### src/rtl/kc705_pcie_rst_seq_pkg.sv
// Shared definitions for the KC705 PCIe reset sequencer: state encodings,
// status LED bit positions and a small state-decode helper.
package kc705_pcie_rst_seq_pkg;

   localparam int SEQ_STATE_W = 3;

   typedef enum logic [SEQ_STATE_W-1:0] {
      ST_IDLE      = 3'd0,
      ST_WAIT_LOCK = 3'd1,
      ST_STABLE    = 3'd2,
      ST_PERST     = 3'd3,
      ST_WAIT_USER = 3'd4,
      ST_RUN       = 3'd5,
      ST_FAULT     = 3'd6
   } seq_state_e;

   localparam int LED_STATE_LSB = 0;
   localparam int LED_PERST     = 3;
   localparam int LED_USER      = 4;
   localparam int LED_FAULT     = 5;
   localparam int LED_HB_LSB    = 6;

   function automatic logic perst_released(input seq_state_e st);
      return (st == ST_WAIT_USER) || (st == ST_RUN);
   endfunction

endpackage

### src/rtl/kc705_pcie_rst_seq_sync_2ff.sv
// Single-bit two-flop synchroniser for slow asynchronous status inputs;
// output resets to 0 so a missing input reads as "not ready".
module kc705_sync_2ff (
   input  logic clk_i,
   input  logic rst_n_i,
   input  logic d_i,
   output logic q_o
);

   logic meta_q;
   logic sync_q;

   always_ff @(posedge clk_i or negedge rst_n_i) begin
      if (!rst_n_i) begin
         meta_q <= 1'b0;
         sync_q <= 1'b0;
      end else begin
         meta_q <= d_i;
         sync_q <= meta_q;
      end
   end

   assign q_o = sync_q;

endmodule

### src/rtl/kc705_pcie_rst_seq.sv
// Power-up sequencer releasing PCIe PERST# and user reset once DDR and MMCM are stable.
// Optional LED heartbeat is built when KC705_RST_SEQ_HEARTBEAT_EN is defined.
module kc705_pcie_rst_seq
   import kc705_pcie_rst_seq_pkg::*;
#(
   parameter int CNT_W         = 24,
   parameter int STABLE_CYCLES = 1024,
   parameter int LOCK_TIMEOUT  = 16777215,
   parameter int PERST_HOLD    = 10000,
   parameter int USER_DELAY    = 256,
   parameter int MAX_RETRY     = 3
) (
   input  logic                   ddr_clk_100MHz,
   input  logic                   ext_sys_rst_n,
   input  logic                   ddr_rdy,
   input  logic                   pcie_mmcm_locked,
   input  logic                   soft_rst_req,
   output logic                   pcie_perst_n,
   output logic                   user_rst_n,
   output logic                   mmcms_locked,
   output logic [SEQ_STATE_W-1:0] seq_state,
   output logic                   fault,
   output logic [3:0]             retry_cnt,
   output logic [7:0]             status_leds
);

   localparam logic [CNT_W-1:0] STABLE_LAST  = CNT_W'(STABLE_CYCLES - 1);
   localparam logic [CNT_W-1:0] TIMEOUT_LAST = CNT_W'(LOCK_TIMEOUT - 1);
   localparam logic [CNT_W-1:0] PERST_LAST   = CNT_W'(PERST_HOLD - 1);
   localparam logic [CNT_W-1:0] USER_LAST    = CNT_W'(USER_DELAY - 1);
   localparam logic [CNT_W-1:0] CNT_MAX      = '1;
   localparam logic [3:0]       RETRY_LIMIT  = 4'(MAX_RETRY);
   localparam longint           CNT_SPAN     = longint'(1) << CNT_W;

   logic       ddr_rdy_sync;
   logic       mmcm_locked_sync;
   logic       lock_ok;
   logic [1:0] hb_leds;

   seq_state_e       state_q, state_d;
   logic [CNT_W-1:0] cnt_q, cnt_d;
   logic [3:0]       retry_q, retry_d;
   logic             fault_q;
   logic             perst_n_q;
   logic             user_rst_n_q;
   logic             locked_q;

   kc705_sync_2ff u_sync_ddr (
      .clk_i   (ddr_clk_100MHz),
      .rst_n_i (ext_sys_rst_n),
      .d_i     (ddr_rdy),
      .q_o     (ddr_rdy_sync)
   );

   kc705_sync_2ff u_sync_mmcm (
      .clk_i   (ddr_clk_100MHz),
      .rst_n_i (ext_sys_rst_n),
      .d_i     (pcie_mmcm_locked),
      .q_o     (mmcm_locked_sync)
   );

   assign lock_ok = ddr_rdy_sync & mmcm_locked_sync;

   always_comb begin
      state_d = state_q;
      retry_d = retry_q;
      cnt_d   = cnt_q;
      case (state_q)
         ST_IDLE: state_d = ST_WAIT_LOCK;
         ST_WAIT_LOCK: begin
            if (lock_ok) begin
               state_d = ST_STABLE;
            end else if (cnt_q == TIMEOUT_LAST) begin
               retry_d = retry_q + 4'd1;
               state_d = (retry_d == RETRY_LIMIT) ? ST_FAULT : ST_IDLE;
            end
         end
         ST_STABLE: begin
            if (!lock_ok)                  state_d = ST_WAIT_LOCK;
            else if (cnt_q == STABLE_LAST) state_d = ST_PERST;
         end
         ST_PERST: begin
            if (!lock_ok)                 state_d = ST_IDLE;
            else if (cnt_q == PERST_LAST) state_d = ST_WAIT_USER;
         end
         ST_WAIT_USER: begin
            if (!lock_ok)                state_d = ST_IDLE;
            else if (cnt_q == USER_LAST) state_d = ST_RUN;
         end
         ST_RUN: begin
            if (!lock_ok || soft_rst_req) state_d = ST_IDLE;
         end
         ST_FAULT: begin
            if (soft_rst_req) begin
               state_d = ST_IDLE;
               retry_d = 4'd0;
            end
         end
         default: state_d = ST_IDLE;
      endcase

      if ((state_d == ST_RUN) && (state_q != ST_RUN)) retry_d = 4'd0;

      // Saturate rather than wrap so long RUN/FAULT residency never aliases a terminal count.
      if (state_d != state_q)   cnt_d = '0;
      else if (cnt_q != CNT_MAX) cnt_d = cnt_q + 1'b1;
   end

   always_ff @(posedge ddr_clk_100MHz or negedge ext_sys_rst_n) begin
      if (!ext_sys_rst_n) begin
         state_q      <= ST_IDLE;
         cnt_q        <= '0;
         retry_q      <= 4'd0;
         fault_q      <= 1'b0;
         perst_n_q    <= 1'b0;
         user_rst_n_q <= 1'b0;
         locked_q     <= 1'b0;
      end else begin
         state_q      <= state_d;
         cnt_q        <= cnt_d;
         retry_q      <= retry_d;
         fault_q      <= (state_d == ST_FAULT);
         perst_n_q    <= perst_released(state_d);
         user_rst_n_q <= (state_d == ST_RUN);
         locked_q     <= lock_ok;
      end
   end

   always_ff @(posedge ddr_clk_100MHz) begin
      assert (CNT_W >= 1 && CNT_W <= 32)
         else $error("kc705_pcie_rst_seq: CNT_W out of range");
      assert (STABLE_CYCLES >= 1 && longint'(STABLE_CYCLES) < CNT_SPAN)
         else $error("kc705_pcie_rst_seq: STABLE_CYCLES out of range");
      assert (LOCK_TIMEOUT >= 1 && longint'(LOCK_TIMEOUT) < CNT_SPAN)
         else $error("kc705_pcie_rst_seq: LOCK_TIMEOUT out of range");
      assert (PERST_HOLD >= 1 && longint'(PERST_HOLD) < CNT_SPAN)
         else $error("kc705_pcie_rst_seq: PERST_HOLD out of range");
      assert (USER_DELAY >= 1 && longint'(USER_DELAY) < CNT_SPAN)
         else $error("kc705_pcie_rst_seq: USER_DELAY out of range");
      assert (MAX_RETRY >= 1 && MAX_RETRY <= 15)
         else $error("kc705_pcie_rst_seq: MAX_RETRY out of range");
   end

`ifdef KC705_RST_SEQ_HEARTBEAT_EN
   logic [25:0] hb_cnt_q;

   always_ff @(posedge ddr_clk_100MHz or negedge ext_sys_rst_n) begin
      if (!ext_sys_rst_n) hb_cnt_q <= '0;
      else                hb_cnt_q <= hb_cnt_q + 26'd1;
   end

   assign hb_leds = hb_cnt_q[25:24];
`else
   assign hb_leds = 2'b00;
`endif

   always_comb begin
      status_leds = '0;
      status_leds[LED_STATE_LSB +: SEQ_STATE_W] = state_q;
      status_leds[LED_PERST]                    = perst_n_q;
      status_leds[LED_USER]                     = user_rst_n_q;
      status_leds[LED_FAULT]                    = fault_q;
      status_leds[LED_HB_LSB +: 2]              = hb_leds;
   end

   assign pcie_perst_n = perst_n_q;
   assign user_rst_n   = user_rst_n_q;
   assign mmcms_locked = locked_q;
   assign seq_state    = state_q;
   assign fault        = fault_q;
   assign retry_cnt    = retry_q;

endmodule
### config.mk
export PLATFORM = sky130hd
export DESIGN_NAME = kc705_pcie_rst_seq
export DESIGN_NICKNAME = d
export VERILOG_FILES = /design/src/rtl/kc705_pcie_rst_seq_pkg.sv /design/src/rtl/kc705_pcie_rst_seq_sync_2ff.sv /design/src/rtl/kc705_pcie_rst_seq.sv
export SDC_FILE = /design/constraint.sdc
export NUM_CORES = 1
export LEC_CHECK = 0
export BUFFER_PORTS_ARGS = -buffer_cell sky130_fd_sc_hd__buf_2
export CAP_MARGIN = 30
export CORE_UTILIZATION = 59
export CTS_CLUSTER_SIZE = 28
export DETAILED_ROUTE_END_ITERATION = 10
export GPL_TIMING_DRIVEN = 0
export PLACE_DENSITY = 0.79
export SLEW_MARGIN = 30
export SYNTH_ARGS = -nofsm -noshare
export SYNTH_HDL_FRONTEND = slang
export SYNTH_SLANG_ARGS = --single-unit
### constraint.sdc
create_clock -name ddr_clk_100MHz -period 3 [get_ports ddr_clk_100MHz]
set_clock_uncertainty 0.05 [all_clocks]
set_input_delay 0.15 -clock ddr_clk_100MHz [delete_from_list [all_inputs] [get_ports ddr_clk_100MHz]]
set_output_delay 0.15 -clock ddr_clk_100MHz [all_outputs]
set_load 0.1 [all_outputs]
==> flow_metrics.py <==
metrics = {
    "logic_synthesis": {
        "synth_top_area_share_pct": 41.1,
        "ys_types": 51,
        "ys_seq_area_share_pct": 41.1,
        "syn_area_per_cell_sq_um": 9.82,
        "syn-instance-count": 242,
        "yosys-top-cells-area": "dfrtp_1 (41%), nor3_2 (8.4%), xnor2_1 (4.4%), nand2_1 (3.8%), xor2_1 (3.3%)",
        "synth_seq_cells": 39,
        "syn-cell-area_sq_um": 2380,
        "synth_top_area_cell": "dfrtp_1",
        "ys_warn_count": 0,
    },
    "detailed_routing": {
        "ant_nets": 0,
        "drtIter0Drc": 162,
        "via_count": 1842,
        "drcViolationCount": 0,
        "viasPerCell": 5.70,
        "wl_per_cell_um": 14.1,
        "first_pass_iters": 4,
        "wirelength_um": 4570,
    },
    "pwr": {
        "p_clk_share_pct": 19.5,
        "p_per_area_nw_per_um2": 682,
        "p_int_mw": 0.979,
        "p_leak_nw": 1.21,
        "switchingPower_mw": 0.839,
        "ir_worst_vdd_mv": 0.362,
        "power_frac_seq_pct": 33.5,
        "swShare_pct": 46.1,
        "comb_power_share_pct": 46.9,
        "fin_total_pwr_mw": 1.82,
    },
    "critical_path": {
        "arrival_ns": 2.50,
        "worstReg2RegEnd": "cnt_q[17]",
        "r2r_start": "cnt_q[1]",
        "ff2ff_setup_slack_ns": 0.64,
        "reg2regPathDepth": 9,
        "cp-end-kind": "register",
        "required_ns": 3.13,
        "cp-start-kind": "register",
        "path_class": "reg -> reg",
        "cp_max_fo": 10,
    },
    "sta": {
        "rsz0062_at_grt": "false",
        "post-route-period-util_pct": 78.8,
        "setup_tns_ns": 0,
        "setup_ws_ns": 0.635,
        "max_freq_ghz": 0.423,
        "relSlewSlack_pct": 54.0,
        "hold_viol": 0,
        "period_needed_ns": 2.36,
        "worst_slew_pin_slew_ns": 0.684,
        "finalMaxSlewViolations": 0,
        "setup_viol": 0,
    },
    "place": {
        "io_buffers": 21,
        "dp_hpwl_um": 3260,
        "dp_slack_ns": 0.654,
        "routabilityCongestion": 0.819,
    },
    "global_route": {
        "antenna_found_initial": 0,
        "track_usage_pct": 24.1,
        "grt_pass1_vias": 1777,
        "grt_overflow": 0,
        "grt_max_degree": 40,
        "grt_first_pass_wirelength_um": 7870,
    },
    "cells_and_area": {
        "final_nets": 283,
        "antenna_cells": 0,
        "multi_input_area_sq_um": 1250,
        "nFillCells": 303,
        "regArea_sq_um": 976,
        "finish.utilization_pct": 70.7,
        "drive_gt1_share_pct": 29.1,
        "area_growth_pct": 12.2,
    },
    "hold_path": {
        "hp-class": "in -> reg",
        "hold_end": "retry_cnt[0]",
        "hp-start": "soft_rst_req",
        "hold-path-cell-count": 4,
    },
    "die": {
        "pin_count": 24,
        "fp.dieW_um": 65.5,
        "die_h_um": 65.5,
        "dieArea_sq_um": 4290,
        "fp-row-count": 22,
        "core_area_sq_um": 3770,
        "start_util_pct": 63.0,
    },
    "clock_network": {
        "clock-sinks": 39,
        "clk_pin_slew_ns": 0.08,
        "numCtsBuffers": 5,
        "postCtsSetupBuffers": 0,
        "insertion_delay_ns": 0.30,
        "cts_tree": "built",
        "cts_root_buf": "clkbuf_8",
        "cts_max_level": 2,
        "clockBufferDepth": 2,
    },
    "flow_run": {
        "cap_violations": 0,
    },
    "status": {
        "outcome": "complete, no violations",
    },
}
==> cells in the mapped netlist, drive strengths merged <==
library cell	instances
dfrtp	39
nor3	29
nand2	24
nor2	19
buf	15
xnor2	13
xor2	9
and4	8
inv	8
nand3	8
o21ai	8
and2	6
and3	6
nor4	6
a21oi	5
nand4	5
ha	4
nor3b	3
a31oi	2
nand2b	2
nand3b	2
o211ai	2
o21a	2
o22ai	2
o311ai	2
o41a	2
a211o	1
a211oi	1
a21bo	1
a21boi	1
a31o	1
a32o	1
a41o	1
a41oi	1
clkbuf	1
conb	1
mux2i	1
==> what timing repair did <==
item	in CTS	in global routing
endpoints found under the hold margin	41	0
hold buffers	3	0
endpoints found under the setup margin	0	0
resized for setup	0	0
==> cells in the final DEF (no fill, tap or decap), types with 3 or more instances in the layout <==
cell type	instances
nor2_1	18
xnor2_1	12
and2_1	4
buf_2	24
clkbuf_8	5
nand2_1	24
o21ai_0	7
xor2_1	9
nor3b_1	3
nor3_2	20
nor3_1	8
and4_4	3
dfrtp_1	39
nor4_1	6
and4_1	4
nand3_1	8
and3_1	5
nand4_1	5
buf_6	3
a21oi_1	4
ha_1	4
buf_4	9
dlygate4sd3_1	3
inv_1	7
==> stage by stage <==
| step | hold slack, ns | area (sq um) | instances |
|---|---|---|---|
| floorplan | -0.196 | 2380 | 243 |
| global placement | 0.210 | 2540 | 312 |
| detailed placement | 0.210 | 2540 | 312 |
| CTS | 0.271 | 2660 | 323 |
| global route | 0.299 | 2670 | 323 |
| finish | 0.280 | 2670 | 323 |
==> state kept, by name, summed over array words and instances (netlist names) <==
signal              count
fault                   1
seq_state               3
u_sync_ddr.meta_q       1
u_sync_mmcm.q_o         1
user_rst_n              1
cnt_q                  24
mmcms_locked            1
u_sync_mmcm.meta_q      1
u_sync_ddr.q_o          1
retry_cnt               4
pcie_perst_n            1
==> cell families after synthesis <==
| family | after synthesis | share of synthesized area [%] |
|---|---|---|
| AND/OR/NAND/NOR | 118 | 31.2 |
| multiplexers | 1 | 0.421 |
| buffers and inverters | 24 | 6.37 |
| other | 1 | 0.158 |
| adder cells (fa/ha/maj) | 4 | 2.11 |
| flip-flops | 39 | 41.1 |
| XOR/XNOR | 22 | 8.43 |
| AO/OA/AOI/OAI | 33 | 10.2 |
==> power by group through the flow <==
stage	Clock (mW)	Sequential [mW]	Combinational, mW
2_1_floorplan	0	0.761	0.572
3_3_place_gp	0	0.617	0.845
3_5_place_dp	0	0.621	0.852
4_1_cts	0.361	0.610	0.861
5_1_grt	0.375	0.619	0.919
6_report	0.355	0.609	0.854
==> cell type report <==
| cell class | count | area share (%) |
|---|---|---|
| Multi-Input combinational cell | 180 | 47.0 |
| Sequential cell | 39 | 36.6 |
| Timing Repair Buffer | 24 | 5.16 |
| Clock buffer | 5 | 2.58 |
| Inverter | 8 | 1.13 |
| Clock inverter | 3 | 0.751 |
| Buffer | 16 | 4.55 |
| Tap cell | 48 | 2.25 |
==> metal layers <==
| layer | share of wire (%) | vias to the layer above | track usage, % |
|---|---|---|---|
| li1 | - | 919 | - |
| met1 | 47 | 872 | 32.2 |
| met2 | 48 | 44 | 38.4 |
| met3 | 3.6 | 7 | 4.69 |
| met4 | 1.7 | 0 | 9.24 |
| met5 | 0 | - | 0 |
==> worst max-delay path by stage <==
stage,start,endpoint,slack [ns],depth (start not counted)
6_report,cnt_q[1],cnt_q[17],0.64,9
5_1_grt,cnt_q[1],cnt_q[19],0.43,9
4_1_cts,cnt_q[1],cnt_q[17],0.63,9
3_5_place_dp,cnt_q[1],cnt_q[17],0.65,9
3_3_place_gp,cnt_q[1],cnt_q[0],0.67,9
2_1_floorplan,seq_state[2],cnt_q[0],0.26,8
==> critical path: stages, from the launching register on <==
cell and delay, ns:
dfrtp_1 0.40, ha_1 0.22, nand3_1 0.13, nor2_1 0.26, nand2_1 0.11, o311ai_2 0.34, nor2_4 0.09, xnor2_2 0.36
buf_6 0.24, nor3_2 0.06
(Power assumes the default switching activity.)
